### src/rtl/mdc_twiddle_sched_if.sv
// Sample/twiddle handshake between an MDC lower-path source and its twiddle scheduler.
// The slave side is the scheduler; the master side drives the samples.
interface mdc_twiddle_sched_if #(
    parameter int unsigned N_LOG2 = 5,
    parameter int unsigned AW     = N_LOG2 - 1
);
    logic          in_valid;
    logic          frame_start;
    logic [2:0]    stage;
    logic [AW-1:0] rom_addr;
    logic          mul_mode;
    logic          out_valid;
    logic          frame_done;
    logic          overrun;

    modport master (
        output in_valid, frame_start, stage,
        input  rom_addr, mul_mode, out_valid, frame_done, overrun
    );

    modport slave (
        input  in_valid, frame_start, stage,
        output rom_addr, mul_mode, out_valid, frame_done, overrun
    );
endinterface

### src/rtl/mdc_twiddle_sched.sv
// Twiddle ROM address and multiplier bypass scheduler for one radix-2 DIF MDC stage.
// The stage index is captured on frame_start so a whole frame uses one twiddle sequence.
module mdc_twiddle_sched #(
    parameter int unsigned N_LOG2 = 5,
    parameter int unsigned AW     = N_LOG2 - 1
) (
    input  logic              clk,
    input  logic              rst_n,
    mdc_twiddle_sched_if.slave bus
);
    typedef enum logic {IDLE, RUN} state_e;

    state_e        state_q;
    logic [AW-1:0] cnt_q;
    logic [2:0]    stage_q;
    logic [AW-1:0] rom_addr_q;
    logic          mul_mode_q;
    logic          out_valid_q;
    logic          frame_done_q;
    logic          overrun_q;

    logic          restart_d;
    logic          accept_d;
    logic [AW-1:0] n_d;
    logic [2:0]    s_d;
    logic [AW-1:0] e_d;
    logic          mm_d;
    logic          last_d;

    // Masking n to the low AW-s bits and shifting by s is the same as
    // shifting n by s and dropping everything above AW bits.
    always_comb begin
        restart_d = bus.in_valid & bus.frame_start;
        accept_d  = restart_d | (bus.in_valid & (state_q == RUN));
        n_d       = restart_d ? '0 : cnt_q;
        s_d       = restart_d ? bus.stage : stage_q;
        last_d    = &n_d;
        e_d       = '0;
        mm_d      = 1'b1;
        if (32'(s_d) < N_LOG2 - 1) begin
            e_d  = n_d << s_d;
            mm_d = (e_d == '0);
        end
    end

    always_ff @(posedge clk or negedge rst_n) begin
        if (!rst_n) begin
            state_q      <= IDLE;
            cnt_q        <= '0;
            stage_q      <= '0;
            rom_addr_q   <= '0;
            mul_mode_q   <= 1'b1;
            out_valid_q  <= 1'b0;
            frame_done_q <= 1'b0;
            overrun_q    <= 1'b0;
        end else begin
            out_valid_q  <= accept_d;
            frame_done_q <= accept_d & last_d;
            if (accept_d) begin
                rom_addr_q <= e_d;
                mul_mode_q <= mm_d;
            end
            if (restart_d) begin
                if ((state_q == RUN) && (cnt_q != '0)) begin
                    overrun_q <= 1'b1;
                end
                stage_q <= bus.stage;
                cnt_q   <= AW'(1);
                state_q <= RUN;
            end else if (accept_d) begin
                if (last_d) begin
                    cnt_q   <= '0;
                    state_q <= IDLE;
                end else begin
                    cnt_q <= cnt_q + 1'b1;
                end
            end
        end
    end

    assign bus.rom_addr   = rom_addr_q;
    assign bus.mul_mode   = mul_mode_q;
    assign bus.out_valid  = out_valid_q;
    assign bus.frame_done = frame_done_q;
    assign bus.overrun    = overrun_q;
endmodule

### src/flat_wrapper.sv
// flat-port wrapper written by rule: the top's interface ports become plain ports
module mdc_twiddle_sched_flat 
#(
    parameter int unsigned N_LOG2 = 5,
    parameter int unsigned AW     = N_LOG2 - 1
)
  (clk, rst_n, bus_in_valid, bus_frame_start, bus_stage, bus_rom_addr, bus_mul_mode, bus_out_valid, bus_frame_done, bus_overrun);
  mdc_twiddle_sched_if #(.N_LOG2(N_LOG2), .AW(AW)) bus_i ();
  input  logic clk;
  input  logic rst_n;
  input wire logic [$bits(bus_i.in_valid)-1:0] bus_in_valid;
  input wire logic [$bits(bus_i.frame_start)-1:0] bus_frame_start;
  input wire logic [$bits(bus_i.stage)-1:0] bus_stage;
  output wire logic [$bits(bus_i.rom_addr)-1:0] bus_rom_addr;
  output wire logic [$bits(bus_i.mul_mode)-1:0] bus_mul_mode;
  output wire logic [$bits(bus_i.out_valid)-1:0] bus_out_valid;
  output wire logic [$bits(bus_i.frame_done)-1:0] bus_frame_done;
  output wire logic [$bits(bus_i.overrun)-1:0] bus_overrun;
  assign bus_i.in_valid = bus_in_valid;
  assign bus_i.frame_start = bus_frame_start;
  assign bus_i.stage = bus_stage;
  assign bus_rom_addr = bus_i.rom_addr;
  assign bus_mul_mode = bus_i.mul_mode;
  assign bus_out_valid = bus_i.out_valid;
  assign bus_frame_done = bus_i.frame_done;
  assign bus_overrun = bus_i.overrun;
  mdc_twiddle_sched #(.N_LOG2(N_LOG2), .AW(AW)) u_core (.clk(clk), .rst_n(rst_n), .bus(bus_i));
endmodule
### config.mk
export PLATFORM = sky130hd
export DESIGN_NAME = mdc_twiddle_sched_flat
export DESIGN_NICKNAME = d
export VERILOG_FILES = /design/src/rtl/mdc_twiddle_sched_if.sv /design/src/rtl/mdc_twiddle_sched.sv /design/src/flat_wrapper.sv
export SDC_FILE = /design/constraint.sdc
export NUM_CORES = 1
export LEC_CHECK = 0
export BUFFER_PORTS_ARGS = -buffer_cell sky130_fd_sc_hd__buf_2
export CORE_MARGIN = 5
export CORE_UTILIZATION = 52
export CTS_CLUSTER_DIAMETER = 50
export DETAILED_ROUTE_END_ITERATION = 10
export MAX_ROUTING_LAYER = met4
export PLACE_DENSITY = 0.85
export SLEW_MARGIN = 20
export SYNTH_ARGS = -nofsm -noshare
export SYNTH_HDL_FRONTEND = slang
export SYNTH_SLANG_ARGS = --single-unit
### constraint.sdc
create_clock -name clk -period 1.42 [get_ports clk]
set_input_delay 0.071 -clock clk [delete_from_list [all_inputs] [get_ports clk]]
set_output_delay 0.071 -clock clk [all_outputs]
set_load 0.03 [all_outputs]
==> results.tsv, run 1 <==
stage	metric	value	unit
outcome	status	complete, no violations	
drt	Detail Route Antenna Nets	0	
floorplan	DIE HEIGHT	48.8	um
clock_network	CTS max path bufs	2	
timing	Setup TNS	0	ns
cells_and_area	P&R area growth vs syn	15.5	%
placement	dpl cells	104	
synthesis	#FFs+latches synth	16	
drt	total wire length	1.42	mm
drt	DR WL/cell	13.0	um
hold_path	HP Start	bus_stage[2]	
floorplan	Cell Rows	14	
synthesis	fraction of registers with async set/reset	100	%
cells_and_area	diode count	0	
drt	drt drc	0	
clock_network	CTS clk-pin slew, worst paths	0.09	ns
timing	RSZ-0062 raised after global routing	no	
clock_network	worst skew pair latency	0.28	ns
timing	worst slew pin tran	0.374	ns
power_and_ir_drop	pwr dens	1210	mW/mm^2
worst_setup_path	Max stage delay on crit path	0.46	ns
clock_network	CTS Sinks	16	
worst_setup_path	CP endpoint kind	register	
timing	final slew viol count	0	
clock_network	post-CTS sizing	0	
clock_network	htree depth	1	
global_route	first-pass GRT wire length	2.46	mm
synthesis	Top FF cell, synth	dfrtp_1	
timing	final setup margin	0.129	ns
timing	final hold vios	0	
timing	Setup Skew	0.00220	ns
synthesis	synthesized instance count	77	
run	max_cap viols	0	
synthesis	proportion of netlist area held by the largest area contributor	47.9	%
worst_setup_path	r2r worst-path depth	4	
clock_network	CTS root buffer	clkbuf_4	
clock_network	CTS buffer count	3	
synthesis	Mapped Area	783	um^2
drt	via count	617	
floorplan	I/O Pins	15	
placement	worst slack, placed	0.152	ns
timing	period utilisation layout	90.9	%
synthesis	distinct cell type count after synthesis	28	
global_route	initial antenna violation count	0	
cells_and_area	final non-filler cell total	109	
placement	Final HPWL DP	1.05	mm
floorplan	Die W	48.8	um
power_and_ir_drop	maximum vdd drop	0.450	mV
global_route	global route overflow	0	
drt	DR iter-0 viols	8	
synthesis	Post-synth EDFFs	0	
hold_path	worst min path class	in2reg	
timing	Max Freq	774	MHz
worst_setup_path	slowest library cell on the worst path	dfrtp_1	
floorplan	Initial Util	53.2	%
global_route	vias in the first global route	561	
worst_setup_path	Critical Path Fanout Max	7	
synthesis	Post-Syn Nets	86	
drt	Pre-antenna DRT Iters	4	
global_route	GRT Resource Usage Total	13.8	%
synthesis	syn avg cell area	10.2	um^2
hold_path	Hold Path End	u_core.stage_q[2]	
synthesis	Seq/Total Area, Yosys	51.3	%
worst_setup_path	R2R setup slack	0.13	ns
cells_and_area	proportion of layout cells with a drive suffix above 1	29.0	%
worst_setup_path	Req. time, crit path	1.65	ns
worst_setup_path	critical-path cell list	nor2b_1 > a211oi_1 > a2111oi_0 > a21o_1	
placement	placer's final routability congestion estimate	0.790	
timing	Finish-stage setup viols	0	
cells_and_area	Final Cell Area	905	um^2
power_and_ir_drop	Leak	0.439	nW
placement	PortBufs	14	
timing	Rel. slew slack	74.4	%
synthesis	number of warnings issued by yosys	0	
global_route	largest net degree at the start of global routing	17	
worst_setup_path	Data arrival, critical path	1.52	ns
synthesis	Synth area leader	dfrtp_1	
synthesis	ranking of synthesized cells by area	dfrtp_1 (48%), a21oi_1 (4.5%), mux2i_1 (3.8%), o21ai_0 (3.8%), dfstp_2 (3.4%)	
floorplan	die area	0.00238	mm^2
drt	vias per std cell	5.66	
cells_and_area	nets	103	
timing	Final min period	1.29	ns
worst_setup_path	RR Startpoint	u_core.stage_q[0]	
floorplan	Core ar.	0.00147	mm^2
clock_network	CTS tree	done	
cells_and_area	final core occ	61.5	%
hold_path	Hold Path Depth	2	
worst_setup_path	reg2reg end	u_core.bus.rom_addr[3]	
worst_setup_path	CP Launch Type	register	
worst_setup_path	type of the worst setup path	reg2reg	
placement	placed inst area	858	um^2
[stage by stage]
step	power, mW	hold slack, ns
global route	1.15	0.0108
floorplan	0.730	-0.225
global placement	0.792	-0.00633
finish	1.09	0.0161
detailed placement	0.800	-0.00445
CTS	1.10	0.0145
[sequential cells by signal, indices dropped and copies added, names as in the netlist]
name / cells
u_core.bus.rom_addr: 4
u_core.cnt_q: 4
u_core.stage_q: 3
u_core.bus.frame_done: 1
u_core.bus.mul_mode: 1
u_core.bus.out_valid: 1
u_core.bus.overrun: 1
u_core.state_q: 1
[logic make-up after synthesis]
group                    Yosys count  share of synthesized area (%)
multiplexers                       6                           8.63
adder cells (fa/ha/maj)            2                           3.19
buffers and inverters              8                           4.31
AO/OA/AOI/OAI                     21                           16.9
AND/OR/NAND/NOR                   24                           15.7
flip-flops                        16                           51.3
[cell usage in the layout (no fill, tap or decap), types with 2 or more instances in the layout]
| master | netlist | routed |
|---|---|---|
| buf_2 | 3 | 14 |
| nand2b_1 | 2 | 2 |
| nor2b_1 | 2 | 2 |
| mux2i_1 | 3 | 3 |
| nand3_1 | 4 | 4 |
| a21oi_1 | 7 | 7 |
| ha_1 | 2 | 2 |
| o21ai_0 | 6 | 6 |
| mux2_2 | 2 | 2 |
| clkbuf_4 | 0 | 3 |
| nand2_1 | 5 | 5 |
| inv_1 | 5 | 5 |
| dfrtp_1 | 15 | 15 |
| nor2_1 | 6 | 6 |
[critical path: cells and delay by family, from the launching register on]
| family | cells | cell delay [ns] |
|---|---|---|
| and+or+nand+nor | 1 | 0.19 |
| DFF | 1 | 0.46 |
| AOI/OAI and AO/OA | 3 | 0.59 |
[metal layers]
metal | routed length, um | GRT usage [%] | vias to the layer above
li1 | - | - | 300
met1 | 674 | 18.2 | 290
met2 | 611 | 17.2 | 19
met3 | 66 | 3.06 | 8
met4 | 69 | 12.1 | 0
met5 | 0 | - | -
[area by class of cell]
class / count / area (um^2)
multi-input combinational: 53 / 348
sequential: 16 / 402
inverter: 5 / 18.8
tap: 16 / 20.0
clock buffer: 4 / 36.3
fill: 135 / 567
timing repair buffer: 15 / 80.1
[worst max path at each step]
stage | end | from | slack, ns | cells past startpoint
3_3_place_gp | u_core.bus.rom_addr[3] | u_core.stage_q[0] | 0.20 | 4
6_report | u_core.bus.rom_addr[3] | u_core.stage_q[0] | 0.13 | 4
5_1_grt | u_core.bus.rom_addr[3] | u_core.stage_q[0] | 0.04 | 4
3_5_place_dp | u_core.bus.rom_addr[3] | u_core.stage_q[0] | 0.15 | 4
2_1_floorplan | u_core.bus.rom_addr[3] | u_core.stage_q[0] | 0.21 | 5
4_1_cts | u_core.bus.rom_addr[3] | u_core.stage_q[0] | 0.13 | 4
[synthesized netlist by cell type (2+ instances only)]
cell type	n
a21oi_1	7
buf_2	3
dfrtp_1	15
ha_1	2
inv_1	5
mux2_2	2
mux2i_1	3
nand2_1	5
nand2b_1	2
nand3_1	4
nor2_1	6
nor2b_1	2
o21ai_0	6
[power by group]
group          total [mW]  leakage (nW)  switching, mW  internal [mW]
Clock               0.297        0.0210          0.141          0.156
Sequential          0.565         0.194         0.0575          0.507
Combinational       0.231         0.224          0.135         0.0953
Total                1.09         0.439          0.334          0.759
[timing repair]
item / CTS / global route
buffers inserted: 0 / 0
setup endpoints to repair: 0 / 0
hold endpoints to repair: 16 / 0
hold buffers: 1 / 0
Note: power is estimated with default switching activity, not from simulation.
==> run 2, diff against run 1 <==
Settings changed: ABC_AREA from default to 1, CORE_UTILIZATION 52 to 53.
==> run 2 against run 1 <==
  * Critical path depth rose by 4
  * Clock skew rose by 0.0046 ns
  * Area after synthesis rose by 8.0%
  * Clock power fell by 15%
  * Setup slack improved by 0.053 ns
  * Routed wire length rose by 13%
  * Largest power group unchanged
  * Largest cell class unchanged
==> results.tsv, run 2 <==
stage	metric	value	unit
timing	hold slack	0.0569	ns
global_route	global route overflow	0	
synthesis	count leader, synth	nand2_1	
drt	vias per std cell	5.27	
timing	Finish-stage setup viols	0	
clock_network	post-CTS sizing	0	
timing	final hold vios	0	
synthesis	number of warnings issued by yosys	0	
timing	final setup margin	0.181	ns
power_and_ir_drop	Pint	0.792	mW
cells_and_area	most common cell after layout, fill and taps aside	nand2_1	
cells_and_area	most frequent cells in the layout	nand2_1 (20), dfrtp_1 (15), buf_2 (14), inv_1 (11), nand3_1 (11)	
power_and_ir_drop	combinational share of power	32.2	%
synthesis	fraction of registers with async set/reset	100	%
worst_setup_path	R2R setup slack	0.18	ns
floorplan	DIE HEIGHT	50.0	um
floorplan	Core ar.	0.00151	mm^2
timing	worst slew pin tran	0.347	ns
clock_network	postcts setup bufs	0	
timing	Final min period	1.24	ns
floorplan	Die W	50.0	um
worst_setup_path	CP Launch Type	register	
drt	DR iter-0 viols	23	
worst_setup_path	CP endpoint kind	register	
synthesis	syn avg cell area	8.63	um^2
synthesis	Post-synth EDFFs	0	
placement	PortBufs	14	
global_route	largest net degree at the start of global routing	17	
cells_and_area	P&R area growth vs syn	13.6	%
worst_setup_path	Req. time, crit path	1.65	ns
global_route	GRT Resource Usage Total	15.7	%
outcome	status	complete, no violations	
timing	Setup Skew	0.00683	ns
cells_and_area	final core occ	63.8	%
global_route	first-pass GRT wire length	3.02	mm
hold_path	HP Start	bus_stage[0]	
power_and_ir_drop	switching part of the total	38.4	%
floorplan	Cell Rows	14	
run	max_cap viols	0	
clock_network	CTS buffer count	3	
drt	total wire length	1.60	mm
synthesis	synthesized instance count	98	
drt	drt drc	0	
placement	placer's final routability congestion estimate	0.766	
clock_network	CTS tree	done	
synthesis	Top FF cell, synth	dfrtp_1	
timing	Max Freq	807	MHz
global_route	initial antenna violation count	0	
hold_path	Hold Path Depth	3	
clock_network	worst skew pair latency	0.29	ns
clock_network	CTS clk-pin slew, worst paths	0.09	ns
worst_setup_path	type of the worst setup path	reg2reg	
clock_network	CTS Hold Bufs	1	
placement	worst slack, placed	0.206	ns
power_and_ir_drop	Psw	0.493	mW
worst_setup_path	r2r worst-path depth	8	
synthesis	Mapped Area	846	um^2
synthesis	#FFs+latches synth	16	
clock_network	htree depth	1	
worst_setup_path	RR Startpoint	u_core.state_q	
global_route	met3 usage	2.71	%
worst_setup_path	reg2reg end	u_core.bus.mul_mode	
floorplan	die area	0.00250	mm^2
floorplan	I/O Pins	15	
worst_setup_path	Critical Path Fanout Max	8	
synthesis	most frequent cells after synthesis	nand2_1 (20), dfrtp_1 (15), inv_1 (11), nand3_1 (11)	
drt	DR WL/cell	12.1	um
floorplan	Initial Util	56.1	%
timing	Rel. slew slack	76.8	%
global_route	global routing usage on met2	23.7	%
timing	Setup TNS	0	ns
global_route	grt peak-use layer	met2	
global_route	vias in the first global route	716	
hold_path	worst min path class	in2reg	
global_route	met1 Resource Use GR	20.2	%
synthesis	Synth area leader	dfrtp_1	
timing	RSZ-0062 raised after global routing	no	
drt	via count	696	
drt	Pre-antenna DRT Iters	4	
power_and_ir_drop	sequential fraction of design power	48.1	%
timing	final slew viol count	0	
power_and_ir_drop	clock network power share	19.7	%
cells_and_area	diode count	0	
drt	Detail Route Antenna Nets	0	
cells_and_area	proportion of layout cells with a drive suffix above 1	32.8	%
timing	period utilisation layout	87.2	%
placement	Final HPWL DP	1.23	mm
clock_network	CTS max path bufs	2	
cells_and_area	nets	126	
worst_setup_path	Data arrival, critical path	1.46	ns
power_and_ir_drop	Leak	0.497	nW
synthesis	Post-Syn Nets	107	
synthesis	ranking of synthesized cells by area	dfrtp_1 (44%), nand2_1 (8.9%), nand3_1 (6.5%), nand2_2 (5.2%), inv_1 (4.9%)	
clock_network	CTS Sinks	16	
hold_path	Hold Path End	u_core.stage_q[0]	
synthesis	Seq/Total Area, Yosys	47.5	%
clock_network	CTS root buffer	clkbuf_4	
synthesis	distinct cell type count after synthesis	22	
power_and_ir_drop	pwr dens	1340	mW/mm^2
power_and_ir_drop	maximum vdd drop	0.693	mV
synthesis	proportion of netlist area held by the largest area contributor	44.4	%
power_and_ir_drop	Final Total Pwr	1.29	mW
==> run 2: changes by cell type in the layout (fill, tap and decap cells not counted), sizes merged, moves of 3 or more <==
cell / previous run / this run
a21oi: 7 / 2
inv: 5 / 14
mux2: 3 / 0
mux2i: 3 / 0
nand2: 6 / 30
nand3: 4 / 12
nor2: 6 / 10
o21ai: 7 / 4
==> run 2: area by class of cell <==
type	count	area, um^2
fill	142	546
tap	16	20.0
clock buffer	4	26.3
inverter	14	52.6
timing repair buffer	15	80.1
sequential	16	402
multi-input combinational	67	380
==> run 2: logic make-up (layout without fill, tap and decap cells) <==
kind of cell             count (synthesis)  after routing  synth area share (%)
adder cells (fa/ha/maj)                  2              2                  2.96
XOR/XNOR                                 1              1                  1.04
AND/OR/NAND/NOR                         54             54                  33.9
buffers and inverters                   15             33                  7.54
AO/OA/AOI/OAI                           10             10                  7.10
flip-flops                              16             16                  47.5
==> run 2: metal layers <==
layer	vias up	wire length [um]	share of wire, %
li1	346	-	-
met1	318	712	44
met2	30	767	48
met3	2	98	6.1
met4	0	25	1.6
met5	-	0	0
==> run 2: worst max-delay path by stage <==
stage                 startpoint                endpoint  slack (ns)
6_report          u_core.state_q     u_core.bus.mul_mode        0.18
5_1_grt           u_core.state_q     u_core.bus.mul_mode        0.06
4_1_cts           u_core.state_q     u_core.bus.mul_mode        0.18
3_5_place_dp        bus_in_valid     u_core.bus.mul_mode        0.21
3_3_place_gp      u_core.state_q  u_core.bus.rom_addr[3]        0.22
2_1_floorplan  u_core.stage_q[0]     u_core.bus.mul_mode        0.38
==> run 2: critical path, stage by stage, from the launching register on <==
cell and delay (ns):
dfrtp_1 0.41, nand2_1 0.12, inv_1 0.11, nor2_4 0.20, inv_2 0.10, nand2_1 0.09
inv_2 0.04, nand2_1 0.05, nand2_1 0.05
==> run 2: power by group through the flow <==
stage / combinational (mW) / clock, mW / sequential, mW
after floorplan: 0.263 / 0 / 0.662
after global placement: 0.397 / 0 / 0.621
after detailed placement: 0.411 / 0 / 0.625
after CTS: 0.416 / 0.263 / 0.616
after global routing: 0.472 / 0.289 / 0.634
final: 0.414 / 0.253 / 0.618
==> run 2: stage by stage <==
step	std cells	cell area, um^2
after floorplan	98	846
after global placement	127	925
after detailed placement	127	925
after CTS	132	961
after global routing	132	961
final	132	961
==> run 3, diff against run 2 <==
Settings changed: CELL_PAD_IN_SITES_DETAIL_PLACEMENT from default to 0, CELL_PAD_IN_SITES_GLOBAL_PLACEMENT from default to 1, CORE_ASPECT_RATIO from default to 1.2, CORE_UTILIZATION 53 to 39, PLACE_DENSITY 0.85 to 0.84.
==> run 3 against run 2 <==
  * Power decreased by 0.48%
  * First-iteration DRC count decreased by 22%
  * Worst hold slack got worse by 0.036 ns
  * Global-route usage decreased by 3.3 points
  * Design area increased by 1.8%
  * Register-to-register slack about the same
==> results.tsv, run 3 (synthesis results as in run 2) <==
stage	metric	value	unit
timing	worst slew pin tran	0.354	ns
floorplan	Cell Rows	18	
cells_and_area	proportion of layout cells with a drive suffix above 1	32.8	%
global_route	global route overflow	0	
floorplan	Die W	52.5	um
global_route	GRT Resource Usage Total	12.4	%
worst_setup_path	slowest library cell on the worst path	dfrtp_1	
worst_setup_path	Max stage delay on crit path	0.43	ns
power_and_ir_drop	maximum vdd drop	0.587	mV
floorplan	Core ar.	0.00207	mm^2
worst_setup_path	CP Launch Type	register	
drt	Detail Route Antenna Nets	0	
outcome	status	complete, no violations	
global_route	vias in the first global route	671	
power_and_ir_drop	Leak	0.497	nW
drt	DR iter-0 viols	18	
hold_path	worst min path class	in2reg	
power_and_ir_drop	pwr dens	1310	mW/mm^2
placement	Final HPWL DP	1.29	mm
floorplan	die area	0.00320	mm^2
clock_network	CTS Sinks	16	
cells_and_area	most frequent cells in the layout	nand2_1 (20), dfrtp_1 (15), buf_2 (14), inv_1 (11), nand3_1 (11)	
timing	final slew viol count	0	
drt	drt drc	0	
clock_network	CTS clk-pin slew, worst paths	0.10	ns
timing	Setup Skew	0.00936	ns
clock_network	CTS buffer count	3	
cells_and_area	P&R area growth vs syn	15.7	%
floorplan	I/O Pins	15	
drt	via count	686	
timing	Setup TNS	0	ns
floorplan	DIE HEIGHT	61.0	um
cells_and_area	nets	126	
worst_setup_path	Data arrival, critical path	1.45	ns
worst_setup_path	critical path's most frequent cell	nand2_1	
timing	Final min period	1.23	ns
drt	Pre-antenna DRT Iters	5	
worst_setup_path	critical-path cell list	inv_1 > nand2_1 > nand2_1 > nand2_1 > nand2_1 > nand3_1 > nand2_1 > inv_2 > nand2_1 > nand2_1	
clock_network	htree depth	1	
run	max_cap viols	0	
timing	period utilisation layout	86.4	%
timing	hold slack	0.0212	ns
drt	total wire length	1.67	mm
worst_setup_path	CP endpoint kind	register	
clock_network	CTS root buffer	clkbuf_4	
global_route	first-pass GRT wire length	2.86	mm
clock_network	CTS tree	done	
drt	vias per std cell	4.70	
floorplan	Initial Util	40.8	%
timing	final hold vios	0	
cells_and_area	most common cell after layout, fill and taps aside	nand2_1	
worst_setup_path	Req. time, crit path	1.64	ns
timing	Rel. slew slack	76.4	%
worst_setup_path	WP buf/inv	2	
clock_network	worst skew pair latency	0.29	ns
placement	placer's final routability congestion estimate	0.690	
timing	Finish-stage setup viols	0	
timing	Max Freq	815	MHz
global_route	largest net degree at the start of global routing	17	
drt	DR WL/cell	11.4	um
global_route	initial antenna violation count	0	
worst_setup_path	family with the most delay on the worst path	simple AND/OR/NAND/NOR gates	
clock_network	CTS max path bufs	2	
cells_and_area	diode count	0	
placement	PortBufs	14	
cells_and_area	Filler cells	219	
timing	RSZ-0062 raised after global routing	no	
worst_setup_path	type of the worst setup path	reg2reg	
worst_setup_path	Critical Path Fanout Max	5	
[run 3: final timing paths]
path | end | slack, ns | depth (start not counted) | start
max | u_core.bus.mul_mode | 0.19 | 10 | u_core.stage_q[0]
min | u_core.stage_q[0] | 0.02 | 3 | bus_stage[0]
max reg2reg | u_core.bus.mul_mode | 0.19 | 10 | u_core.stage_q[0]
min reg2reg | u_core.bus.overrun | 0.47 | 1 | u_core.bus.overrun
max in group asynchronous | u_core.bus.mul_mode | 0.89 | 2 | rst_n
min in group asynchronous | u_core.cnt_q[1] | 0.21 | 2 | rst_n
[run 3: per-stage QoR]
stage	area, um^2	instances	setup WS [ns]	total power, mW	util, %
final	978	146	0.193	1.28	47.2
after global routing	978	146	0.0604	1.38	47.2
after detailed placement	942	141	0.204	1.04	45.5
after CTS	978	146	0.202	1.29	47.2
after global placement	942	141	0.185	1.03	45.5
after floorplan	846	98	0.381	0.925	-
[run 3: routing by layer]
metal	GRT usage [%]	wire (um)
met1	15.5	795
met2	20.2	796
met3	2.18	57
met4	4.38	19
met5	-	0
[run 3: layout make-up]
cell class / instances / area (um^2) / area share, %
multi-input cells: 67 / 380 / 38.9
well taps: 30 / 37.5 / 3.84
clock buffers: 4 / 26.3 / 2.69
inverters: 14 / 52.6 / 5.37
flip-flops and latches: 16 / 402 / 41.0
repair buffers: 15 / 80.1 / 8.18
[run 3: worst reg2reg max path, stage by stage, from the launching register on]
cell	delay, ns
dfrtp_1	0.43
inv_1	0.13
nand2_1	0.06
nand2_1	0.06
nand2_1	0.08
nand2_1	0.09
nand3_1	0.08
nand2_1	0.08
inv_2	0.04
nand2_1	0.05
nand2_1	0.05
[run 3: timing repair]
item | CTS | global route
hold endpoints to repair | 16 | 0
hold buffers | 1 | 0
endpoints found under the setup margin | 0 | 0
gates resized for setup | 0 | 0
setup buffers | 0 | 0
[run 3: report_power, final]
part	internal, mW	switching (mW)	total [mW]
clock	0.109	0.141	0.250
sequential	0.538	0.0833	0.621
combinational	0.145	0.263	0.408
total	0.791	0.488	1.28
